==> config.mk <==
export PLATFORM = sky130hd
export DESIGN_NAME = tree_scroller_flat
export DESIGN_NICKNAME = d
export VERILOG_FILES = /design/src/rtl/tree_pkg.sv /design/src/rtl/tree_scroller_if.sv /design/src/rtl/gap_lfsr.sv /design/src/rtl/tree_scroller.sv /design/src/flat_wrapper.sv
export SDC_FILE = /design/constraint.sdc
export NUM_CORES = 1
export LEC_CHECK = 0
export ABC_AREA = 0
export BUFFER_PORTS_ARGS = -buffer_cell sky130_fd_sc_hd__buf_2
export CORE_MARGIN = 3
export CORE_UTILIZATION = 30
export DETAILED_ROUTE_END_ITERATION = 10
export GPL_TIMING_DRIVEN = 1
export PLACE_DENSITY_LB_ADDON = 0.15
export SYNTH_ARGS = -nofsm -noshare
export SYNTH_HDL_FRONTEND = slang
export SYNTH_HIERARCHICAL = 1
export SYNTH_SLANG_ARGS = --single-unit
==> constraint.sdc <==
create_clock -name clock -period 8.9 [get_ports clock]
set_clock_uncertainty 0.2 [all_clocks]
set_input_delay 0.445 -clock clock [delete_from_list [all_inputs] [get_ports clock]]
set_output_delay 0.445 -clock clock [all_outputs]
set_load 0.02 [all_outputs]
==> src/rtl/tree_pkg.sv <==
// Shared types and helpers for the scrolling-tree scene.
// Column words are indexed by row: bit r = row r.
package tree_pkg;

    typedef enum logic [1:0] {
        IDLE,
        RUN,
        HALTED,
        DONE
    } state_t;

    localparam int ROWS = 16;
    localparam int COLS = 16;

    function automatic logic [ROWS-1:0] tree_col(
        input logic [3:0] gap_top,
        input int         gap_w
    );
        logic [ROWS-1:0] c;
        int              gt;
        c  = '1;
        gt = int'(gap_top);
        for (int r = 0; r < ROWS; r++) begin
            if (r >= gt && r < gt + gap_w) begin
                c[r] = 1'b0;
            end
        end
        return c;
    endfunction

endpackage

==> src/rtl/tree_scroller_if.sv <==
// Control and scene bus between the game controller and the tree scroller.
// The controller is master; the scroller is slave.
interface tree_scroller_if;
    import tree_pkg::*;

    logic                       start;
    logic                       halt;
    logic [ROWS-1:0][COLS-1:0]  grn_array;
    logic [ROWS-1:0]            g1;
    logic                       treespass;
    logic                       busy;

    modport master (
        output start,
        output halt,
        input  grn_array,
        input  g1,
        input  treespass,
        input  busy
    );

    modport slave (
        input  start,
        input  halt,
        output grn_array,
        output g1,
        output treespass,
        output busy
    );

endinterface

==> src/rtl/gap_lfsr.sv <==
// 4-bit Fibonacci LFSR (x^4+x^3+1) choosing tree gap positions.
// Seeded with 4'b1001, so the all-zero lock-up state is never entered.
module gap_lfsr (
    input  logic       clock,
    input  logic       reset_n,
    input  logic       adv,
    output logic [3:0] lfsr
);

    logic [3:0] lfsr_q;
    logic [3:0] lfsr_d;

    always_comb begin
        lfsr_d = lfsr_q;
        if (adv) begin
            lfsr_d = {lfsr_q[2:0], lfsr_q[3] ^ lfsr_q[2]};
        end
    end

    always_ff @(posedge clock or negedge reset_n) begin
        if (!reset_n) begin
            lfsr_q <= 4'b1001;
        end else begin
            lfsr_q <= lfsr_d;
        end
    end

    assign lfsr = lfsr_q;

endmodule

==> src/rtl/tree_scroller.sv <==
// Scrolling tree generator: shifts a 16x16 scene left once per tick,
// spawns gapped trees, and counts trees that have passed the bird column.
module tree_scroller
    import tree_pkg::*;
#(
    parameter int STEP_W     = 10,
    parameter int TREE_SPACE = 6,
    parameter int NUM_TREES  = 8,
    parameter int GAP_W      = 3,
    parameter int BIRD_COL   = 3
) (
    input  logic           clock,
    input  logic           reset_n,
    tree_scroller_if.slave bus
);

    localparam int SP_W  = $clog2(TREE_SPACE);
    localparam int CNT_W = $clog2(NUM_TREES + 1);
    localparam logic [CNT_W-1:0] NT      = CNT_W'(NUM_TREES);
    localparam logic [SP_W-1:0]  SP_LAST = SP_W'(TREE_SPACE - 1);

    state_t                    state_q, state_d;
    logic [STEP_W-1:0]         step_q, step_d;
    logic [SP_W-1:0]           spawn_q, spawn_d;
    logic [CNT_W-1:0]          emitted_q, emitted_d;
    logic [CNT_W-1:0]          passed_q, passed_d;
    logic [COLS-1:0][ROWS-1:0] cols_q, cols_d;

    logic                      tick;
    logic                      spawning;
    logic [3:0]                lfsr;
    logic [3:0]                gap_top;
    logic [ROWS-1:0]           new_col;
    logic [ROWS-1:0]           g1;
    logic [ROWS-1:0][COLS-1:0] grn;

    gap_lfsr u_lfsr (
        .clock   (clock),
        .reset_n (reset_n),
        .adv     (tick),
        .lfsr    (lfsr)
    );

    assign tick     = (state_q == RUN) && (step_q == '1);
    assign spawning = (spawn_q == '0) && (emitted_q < NT);
    assign gap_top  = (int'(lfsr) <= ROWS - GAP_W) ? lfsr
                                                    : lfsr - 4'(GAP_W);
    assign new_col  = spawning ? tree_col(gap_top, GAP_W) : '0;
    assign g1       = cols_q[BIRD_COL];

    always_comb begin
        state_d   = state_q;
        step_d    = step_q;
        spawn_d   = spawn_q;
        emitted_d = emitted_q;
        passed_d  = passed_q;
        cols_d    = cols_q;
        unique case (state_q)
            IDLE, HALTED, DONE: begin
                if (bus.start) begin
                    state_d   = RUN;
                    step_d    = '0;
                    spawn_d   = '0;
                    emitted_d = '0;
                    passed_d  = '0;
                    cols_d    = '0;
                end
            end
            RUN: begin
                step_d = step_q + 1'b1;
                if (tick) begin
                    // col 0 falls off; new column enters on the right
                    cols_d  = {new_col, cols_q[COLS-1:1]};
                    spawn_d = (spawn_q == SP_LAST) ? '0 : spawn_q + 1'b1;
                    if (spawning) begin
                        emitted_d = emitted_q + 1'b1;
                    end
                    if (g1 != '0 && passed_q != NT) begin
                        passed_d = passed_q + 1'b1;
                    end
                end
                if (bus.halt) begin
                    state_d = HALTED;
                end else if (passed_q == NT) begin
                    state_d = DONE;
                end
            end
            default: state_d = IDLE;
        endcase
    end

    always_ff @(posedge clock or negedge reset_n) begin
        if (!reset_n) begin
            state_q   <= IDLE;
            step_q    <= '0;
            spawn_q   <= '0;
            emitted_q <= '0;
            passed_q  <= '0;
            cols_q    <= '0;
        end else begin
            state_q   <= state_d;
            step_q    <= step_d;
            spawn_q   <= spawn_d;
            emitted_q <= emitted_d;
            passed_q  <= passed_d;
            cols_q    <= cols_d;
        end
    end

    always_comb begin
        grn = '0;
        for (int r = 0; r < ROWS; r++) begin
            for (int c = 0; c < COLS; c++) begin
                grn[r][c] = cols_q[c][r];
            end
        end
    end

    assign bus.grn_array = grn;
    assign bus.g1        = g1;
    assign bus.treespass = (state_q == DONE);
    assign bus.busy      = (state_q == RUN);

endmodule

==> src/flat_wrapper.sv <==
// flat-port wrapper written by rule: the top's interface ports become plain ports
module tree_scroller_flat import tree_pkg::*;
#(
    parameter int STEP_W     = 10,
    parameter int TREE_SPACE = 6,
    parameter int NUM_TREES  = 8,
    parameter int GAP_W      = 3,
    parameter int BIRD_COL   = 3
)
  (clock, reset_n, bus_start, bus_halt, bus_grn_array, bus_g1, bus_treespass, bus_busy);
  tree_scroller_if bus_i ();
  input  logic clock;
  input  logic reset_n;
  input wire logic [$bits(bus_i.start)-1:0] bus_start;
  input wire logic [$bits(bus_i.halt)-1:0] bus_halt;
  output wire logic [$bits(bus_i.grn_array)-1:0] bus_grn_array;
  output wire logic [$bits(bus_i.g1)-1:0] bus_g1;
  output wire logic [$bits(bus_i.treespass)-1:0] bus_treespass;
  output wire logic [$bits(bus_i.busy)-1:0] bus_busy;
  assign bus_i.start = bus_start;
  assign bus_i.halt = bus_halt;
  assign bus_grn_array = bus_i.grn_array;
  assign bus_g1 = bus_i.g1;
  assign bus_treespass = bus_i.treespass;
  assign bus_busy = bus_i.busy;
  tree_scroller #(.STEP_W(STEP_W), .TREE_SPACE(TREE_SPACE), .NUM_TREES(NUM_TREES), .GAP_W(GAP_W), .BIRD_COL(BIRD_COL)) u_core (.clock(clock), .reset_n(reset_n), .bus(bus_i));
endmodule
# Word level (Yosys, flattened, before mapping)
# Cells that the tools add are included.
# W data, S select, Z words.
# classes
order_cmp,33
mux,38
n_reduce_logical,26
n_bitwise,1
n_eq_ne,12
addsub,6
# ops
cell,n
$mux W256,2
$pmux W256 S2,1
$lt A5 B32 Y1 const A,8
$lt A4 B32 Y1 const A,4
$lt A3 B32 Y1 const A,2
$lt A1 B32 Y1 const A,1
$lt A2 B32 Y1 const A,1
$ge A4 B4 Y1 const A,7
$mux W4,6
$pmux W10 S2,1
$logic_and A1 B1 Y1,18
$ge A3 B4 Y1 const A,4
$mux W1,16
$mux W16,1
$pmux W4 S2,2
$reduce_bool A16 Y1,1
$add A10 B1 Y10 const B,1
$eq A10 B10 Y1 const B,1
$mux W10,1
$mux W3,3
$add A4 B1 Y4 const B,2
$ge A1 B4 Y1 const A,2
$ge A2 B4 Y1 const A,2
$mux W2,3
21 further kinds,26
# totals
inputBits,4
regBits,283
word_cells,138

# Longest topological paths before layout
# Gate-level depths: netlist of run 1.
# logic_depth
depth_word,9
depth_mapped,11
mapped_depth_nobuf,10

# By module
# Netlist of run 1, hierarchy kept.
# by_module_without_submodules
module,seq_area_each_um2,instances,cells_per_inst,area_each_um2
tree_scroller,6981.7,1,1292,13382.8
gap_lfsr,102.6,1,10,153.9

# Least setup slack after synthesis of run 1
# No wires, ideal clock.
# synth_path
path_kind,reg-to-reg
startpoint,reg u_core.u_lfsr.lfsr_q[0] (netlist: u_core/u_lfsr/lfsr[0])
endpoint,reg u_core.cols_q (netlist bit u_core/bus.grn_array[159])
arrival_ns,2.578
setup_ns,0.066
n_path_buf,1
slack_ns,6.056
stages_incl_launch_ff,12
cell_sequence,dfstp_2 -> inv_1 -> ha_1 -> and4bb_1 -> mux2_2 -> inv_1 -> ha_1 -> clkbuf_1 -> nand2_1 -> a32oi_1 -> a32oi_1 -> nand2_1
# synth_via
elab_chain_len,9
elab_cells_between_ends,11
classes_between,add/sub (2); order compare (3); mux (5); reduce/logical (1)
# synth_lines
item,line,rtl
"start, declared",gap_lfsr.sv:10,logic [3:0] lfsr_q;
"start signal, assigned",gap_lfsr.sv:24,lfsr_q <= lfsr_d;
$sub A4 B2 Y4 or $le A4 B4 Y1 (tied branches),"tree_scroller.sv:47, tree_scroller.sv:46",
$mux W4 (*),tree_scroller.sv:46,assign gap_top = (int'(lfsr) <= ROWS - GAP_W) ? lfsr
$add A4 B2 Y5,tree_pkg.sv:24,if (r >= gt && r < gt + gap_w) begin
$lt A5 B32 Y1,tree_pkg.sv:24,
$logic_and A1 B1 Y1 (*),tree_pkg.sv:24,
$mux W1 (*),tree_pkg.sv:24,
$mux W16 (*),tree_scroller.sv:48,"assign new_col = spawning ? tree_col(gap_top, GAP_W) : '0;"
$mux W256 (*),tree_scroller.sv:71,if (tick) begin
$pmux W256 S2 (*),tree_scroller.sv:58,unique case (state_q)
"end signal, assigned",tree_scroller.sv:106,cols_q <= cols_d;
"end, declared",tree_scroller.sv:27,"logic [COLS-1:0][ROWS-1:0] cols_q, cols_d;"
# Every way passes the cells marked *; elsewhere a longest branch is shown, timed or not. The select of a mux whose other input is x is not followed.
# A chain may end at the register's enable or synchronous reset.

# Worst setup path after layout of run 1
# layout_path
startpoint,reg u_core.step_q[0]
endpoint,reg u_core.spawn_q[2]
# layout_via
elab_chain_len,4
# layout_lines
item,line,rtl
"start, declared",tree_scroller.sv:23,"logic [STEP_W-1:0] step_q, step_d;"
"start signal, assigned",tree_scroller.sv:102,step_q <= step_d;
$eq A10 B10 Y1,tree_scroller.sv:44,assign tick = (state_q == RUN) && (step_q == '1);
$logic_and A1 B1 Y1,tree_scroller.sv:44,
$ne A2 B1 Y1 (no line),--,
$reduce_and A2 Y1 (no line),--,
"end signal, assigned",tree_scroller.sv:103,spawn_q <= spawn_d;
"end, declared",tree_scroller.sv:24,"logic [SP_W-1:0] spawn_q, spawn_d;"
# No other way between the ends.

==> key figures, run 1 <==
Clock tree
  – PostCTS Resize Cnt: 0
  – Clock Sink Count: 283
  – CTS max path bufs: 3
  – Root Driver: clkbuf_16
  – Buffers inserted by post-CTS timing repair: 0
  – Clk pin slew, worst setup/hold paths: 60 ps
  – H-tree levels: 2
  – Inserted Clock Buffers: 36
  – CTS tree: done
  – Clk_lat worst skew: 530 ps

Routing
  – Via density: 4.690
  – Vias: 10040
  – Top Metal Used: met4
  – Antenna violation net count after detailed routing: 0
  – Initial drt markers: 815
  – Post-Route M1 WL: 17930 microns
  – WL final: 39750 microns
  – Routed WL per cell: 18.57 microns
  – DRC Markers: 0
  – Drt first pass iters: 5
  – Met3 wire length: 3018 microns
  – Met2 wire len: 18170 microns

Global route
  – Vias in the first global route: slightly below 10000
  – First-pass GRT wire length: 61310 microns
  – GRT Total Usage: 16.35%
  – Largest net degree at the start of global routing: roughly 160
  – Congestion Overflow GR: 0
  – Initial antenna violation count: 0

Final layout
  – Area Growth Syn to Fin: 18.41%
  – Post-route insts no fill: 2140
  – Flip-flop and latch area: 0.007084 sq mm
  – Fillers: between 4000 and 5000
  – Layout Nets: 1537
  – Layout cell share with drive strength beyond 1: approximately two fifths
  – N_diodes: 0
  – Area of the multi-input gates: approximately 0.0054 sq mm

Hold path
  – Hold crit path type: in -> reg

Logic synthesis
  – Post-synth EDFFs: 0
  – Unique masters post-synth: 57
  – Top FF cell, synth: dfrtp_1
  – Synthesis warning total: 6
  – Mapped Cells: about 1300
  – Mapped Nets: 1316
  – Synth Cell Area: between 0.01 and 0.015 sq mm
  – Asr flop ratio synth: 100.0%
  – Register area share after synthesis: 52.33%
  – Post-Syn Area per Cell: 10.40 sq um
  – Yosys reg bits: 283

Floorplanning
  – # IOs: 278
  – Area of the die: 0.04771 sq mm
  – Die W: 218.4 microns
  – Core footprint: around 0.044 sq mm
  – Initial Util: 30.48%
  – Die Ht: 218.4 microns
  – Row cnt: 77

Worst setup path
  – Required @ worst endpoint: 9120 ps
  – WP data arrival: 3810 ps
  – CP max FO: 92
  – Crit end category: flip-flop
  – Setup CP Type: reg -> reg
  – CP startpoint kind: flip-flop

Timing
  – Final setup vio count: 0
  – Worst Tran Pin Value: 1444 ps
  – Unrepaired setup endpoints after global routing: false
  – Setup WS post-layout: approximately 5300 ps
  – Slew Viols, Final: 0
  – TNS Setup: 0 ps
  – Final min period: 3598 ps
  – Slew HR: 3.766%
  – Final hold vios: 0
  – Fmax: around 280 MHz
  – Part of the cycle the worst path needs: 40.43%

Place
  – Detail Placement HPWL: 25520 microns
  – Placed Cells: 2075
  – Place WS: 5279 ps
  – GP Congestion: 0.7485
  – PortBufs: 277

Power
  – Static Leak: 8.731 nW
  – Power, Total: between 0.002 and 0.003 W
  – VDD IR-drop max: 0.09432 mV
  – Pwr Density: 186.4 mW/mm^2

Flow run
  – Max-cap violations: 0

Outcome
  – Status: finished clean
-- critical path: stages (launching register included) --
cell     delay, ps
dfrtp_1        380
ha_1           280
and4b_1        300
and3_4         860
buf_4          900
mux2i_1        220
a32o_1         250
-- metal layers --
metal,up-vias,GRT usage (%)
li1,4761,-
met1,4984,22.17
met2,251,25.36
met3,41,4.992
met4,0,4.457
met5,-,0
-- registers in the layout, indices dropped and copies added (netlist names) --
signal                count
u_core/bus.grn_array    240
u_core/bus.g1            16
u_core/step_q            10
u_core/emitted_q          4
u_core/passed_q           4
u_core/u_lfsr/lfsr        4
u_core/spawn_q            3
u_core/state_q            2
-- cell type report --
class / count / area share (%)
sequential: 283 / 44.20
clock inverter: 10 / 0.6713
inverter: 10 / 0.2342
tap: 592 / 4.621
clock buffer: 53 / 6.900
multi-input combinational: 903 / 33.99
timing repair buffer: 289 / 9.383
-- path summary, 6_finish.rpt --
check,from,end,slack (ps),cells after the start
worst max register to register,u_core/step_q[0],u_core/spawn_q[2],5300,6
max in group asynchronous,reset_n,u_core/bus.grn_array[140],6640,3
worst min register to register,u_core/bus.grn_array[80],u_core/bus.grn_array[80],290,2
min in group asynchronous,reset_n,u_core/bus.grn_array[112],310,2
worst min-delay path,bus_start,u_core/state_q[1],50,2
worst max-delay path,u_core/step_q[0],u_core/spawn_q[2],5300,6
-- power breakdown --
part           internal, W  switching (W)
Sequential         0.00130     0.00000997
Combinational    0.0000273       0.000173
Clock             0.000916       0.000566
Total              0.00224       0.000749
-- cells in the mapped netlist, drive strengths merged (3+ instances only) --
| library cell | n | share of area (%) |
|---|---|---|
| inv | 9 | 0.25 |
| nand2 | 500 | 14 |
| ha | 10 | 0.92 |
| nand3b | 3 | 0.17 |
| nor4 | 7 | 0.32 |
| a211oi | 4 | 0.22 |
| o21ai | 11 | 0.41 |
| o2bb2ai | 7 | 0.45 |
| and3 | 3 | 0.14 |
| nand2b | 7 | 0.32 |
| mux2 | 7 | 0.58 |
| mux2i | 9 | 0.67 |
| nor2b | 5 | 0.23 |
| nor2 | 12 | 0.33 |
| nand3 | 254 | 18 |
| buf | 101 | 7.1 |
| a22o | 5 | 0.32 |
| o31ai | 5 | 0.28 |
| or2 | 3 | 0.14 |
| a21oi | 5 | 0.18 |
| a31oi | 3 | 0.14 |
| dfrtp | 281 | 52 |
| o211ai | 3 | 0.17 |
| clkbuf | 5 | 0.14 |
| nand4 | 6 | 0.32 |
| nor3 | 4 | 0.15 |
-- placed cells by master (no fill, tap or decap), types with 3 or more instances in the layout --
cell	count
ha_1	10
clkbuf_16	37
mux2_2	6
nand2b_1	7
clkbuf_8	12
nor2_1	12
clkinvlp_4	3
nor3_1	4
or2_2	3
nand3b_1	3
clkbuf_1	4
clkinv_2	5
buf_2	276
nand3_1	24
nor2b_1	5
dfrtp_1	281
o21ai_0	11
nand3_2	230
a22o_1	5
nor4_1	7
a21oi_1	5
o211ai_1	3
nand2_1	498
o2bb2ai_1	7
mux2i_1	9
o31ai_1	5
buf_4	9
a211oi_1	4
a31oi_1	3
inv_1	9
nand4_1	5
-- kinds of logic after synthesis --
logic type / after synthesis / synth area share, %
xor gates and xnor gates: 2 / 0.1294
muxes: 16 / 1.248
DFF: 283 / 52.33
AOI/OAI and AO/OA: 57 / 3.023
adders and majority gates: 10 / 0.9243
buffers and inverters: 116 / 7.542
and+or+nand+nor: 818 / 34.80
-- metrics by stage --
stage | utilization (%) | hold slack, ps | area, sq um
global placement | 33.31 | 277.3 | 14800
floorplan | - | -50.59 | 13540
CTS | 36.09 | 15.79 | 16030
detailed placement | 33.31 | 278.7 | 14800
finish | 36.09 | 54.94 | 16030
global route | 36.09 | 79.82 | 16030
-- repair_timing --
| action | in CTS | in global routing |
|---|---|---|
| setup endpoints to repair | 0 | 0 |
| endpoints found under the hold margin | 92 | 0 |
| hold buffers | 2 | 0 |
(Power assumes the default switching activity.)
==> run 2, diff against run 1 <==
==> constraint.sdc (replaced) <==
create_clock -name clock -period 3.1 [get_ports clock]
set_clock_uncertainty 0.2 [all_clocks]
set_input_delay 0.155 -clock clock [delete_from_list [all_inputs] [get_ports clock]]
set_output_delay 0.155 -clock clock [all_outputs]
set_load 0.02 [all_outputs]
==> key figures, run 2 (synthesis results as in run 1) <==
Outcome
  – Status: finished clean

Timing
  – Final setup vio count: 0
  – Fmax: 344.4 MHz
  – Final hold vios: 0
  – Unrepaired setup endpoints after global routing: false
  – Final min period: 2903 ps
  – Worst Tran Pin Value: between 800 and 900 ps
  – Hold WS: 68.45 ps
  – Part of the cycle the worst path needs: 93.66%
  – TNS Setup: 0 ps
  – Slew Viols, Final: 0
  – Slew HR: 41.12%

Final layout
  – Fillers: roughly 4600
  – Layout Nets: 1557
  – Most frequent cells in the layout: nand2_1, dfrtp_1, buf_2, nand3_2, clkbuf_16
  – N_diodes: 0
  – Most common cell after layout, fill and taps aside: nand2_1
  – Area Growth Syn to Fin: 19.68%
  – Layout cell share with drive strength beyond 1: between 30% and 40%
  – Post-route insts no fill: approximately 2200
  – Max reg flops: 240

Worst setup path
  – Required @ worst endpoint: around 3300 ps
  – Crit end category: flip-flop
  – CP startpoint kind: flip-flop
  – FF-to-FF Start: u_core/u_lfsr/lfsr[0]
  – Crit-path max cell delay: 630 ps
  – CP max FO: 11
  – Setup CP Type: reg -> reg
  – Crit path cell chain: inv_1 -> ha_1 -> and4bb_1 -> buf_4 -> xnor2_1 -> inv_1 -> ha_1 -> nand2b_1 -> a211oi_1 -> o21ai_0
  – Crit-path slowest cell: dfstp_2
  – WP data arrival: approximately 3100 ps
  – CP startpoint: u_core/u_lfsr/lfsr[0]
  – R2R cell count: 10

Floorplanning
  – Area of the die: 0.04771 sq mm
  – Core footprint: 0.04441 sq mm
  – Row cnt: 77
  – Die Ht: 218.4 microns
  – # IOs: about 280
  – Die W: 218.4 microns
  – Initial Util: between 30 and 40%

Global route
  – Met3 usage: 5.019%
  – Met2 usage: 26.04%
  – GRT Total Usage: 16.64%
  – Largest net degree at the start of global routing: 94
  – Vias in the first global route: 10270
  – Congestion Overflow GR: 0
  – Grt peak-use layer: met2
  – Met1 Use GR: 22.31%
  – First-pass GRT wire length: 62620 microns
  – Initial antenna violation count: 0

Routing
  – DRC Markers: 0
  – Via density: roughly 4.7
  – Initial drt markers: 800
  – Drt first pass iters: 5
  – Routed WL per cell: 18.66 microns
  – Vias: around 10000
  – WL final: between 40000 and 50000 microns
  – Antenna violation net count after detailed routing: 0

Place
  – Detail Placement HPWL: 26570 microns
  – PortBufs: 277
  – GP Congestion: 0.7890
  – Placed Cells: 2091

Clock tree
  – Clk pin slew, worst setup/hold paths: 60 ps
  – Inserted Clock Buffers: 37
  – Clock Sink Count: 283
  – Clk_lat worst skew: 530 ps
  – CTS tree: done
  – Root Driver: clkbuf_16
  – H-tree levels: 2
  – Buffers inserted by post-CTS timing repair: 0
  – CTS max path bufs: 3

Hold path
  – Hold crit path type: in -> async

Flow run
  – Max-cap violations: 0

Power
  – Pwr Density: ~510 mW/mm^2
  – VDD IR-drop max: about 0.30 mV
  – Static Leak: 8.825 nW
==> run 2: cell type report <==
class                      count  area [sq um]  share of cell area, %
timing repair buffer         308          1809                  11.17
multi-input combinational    903          5451                  33.65
inverter                      10         37.54                 0.2317
clock buffer                  49          1021                  6.302
tap                          592         740.7                  4.572
sequential                   283          7084                  43.73
clock inverter                10         56.30                 0.3475
==> run 2: what timing repair did <==
action                                  CTS  global route
hold endpoints to repair                258             0
hold buffers                              5             0
endpoints found under the setup margin    0             4
resized for setup                         0             1
==> run 2: worst paths after layout <==
path	endpoint	slack, ps
max	u_core/bus.grn_array[95]	200
min	u_core/bus.grn_array[176]	70
max reg2reg	u_core/bus.grn_array[95]	200
min reg2reg	u_core/bus.grn_array[32]	280
max in group asynchronous	u_core/bus.grn_array[10]	2100
min in group clock	u_core/state_q[1]	280
==> run 2: power breakdown <==
group / total [W] / internal (W) / switching [W]
sequential: 0.00375 / 0.00372 / 0.0000293
clock: 0.00390 / 0.00229 / 0.00161
combinational: 0.000648 / 0.000137 / 0.000511
==> run 2: per-layer routing <==
| metal | part of all wire [%] | up-vias |
|---|---|---|
| met3 | 7.5 | 55 |
| li1 | - | 4787 |
| met2 | 46 | 273 |
| met5 | 0 | - |
| met4 | 2.1 | 0 |
| met1 | 44 | 5001 |
==> run 2: critical path: cells and delay by family, from the launching register on <==
family                   cells  cell delay [ps]
AO/OA/AOI/OAI                2              380
XOR/XNOR                     1              190
adder cells (fa/ha/maj)      2              580
buffers and inverters        3              290
flip-flops                   1              630
AND/OR/NAND/NOR              2              510
==> run 2: per-stage QoR <==
| stage | setup WS, ps | area, sq um | total power [W] | util (%) |
|---|---|---|---|---|
| floorplan | 255.9 | 13540 | 0.004244 | - |
| global placement | 243.4 | 15050 | 0.004458 | 33.89 |
| detailed placement | 127.5 | 15050 | 0.004457 | 33.89 |
| CTS | 138.0 | 16200 | 0.008482 | 36.47 |
| global route | 56.45 | 16200 | 0.008687 | 36.48 |
| finish | 196.6 | 16200 | 0.008298 | 36.48 |
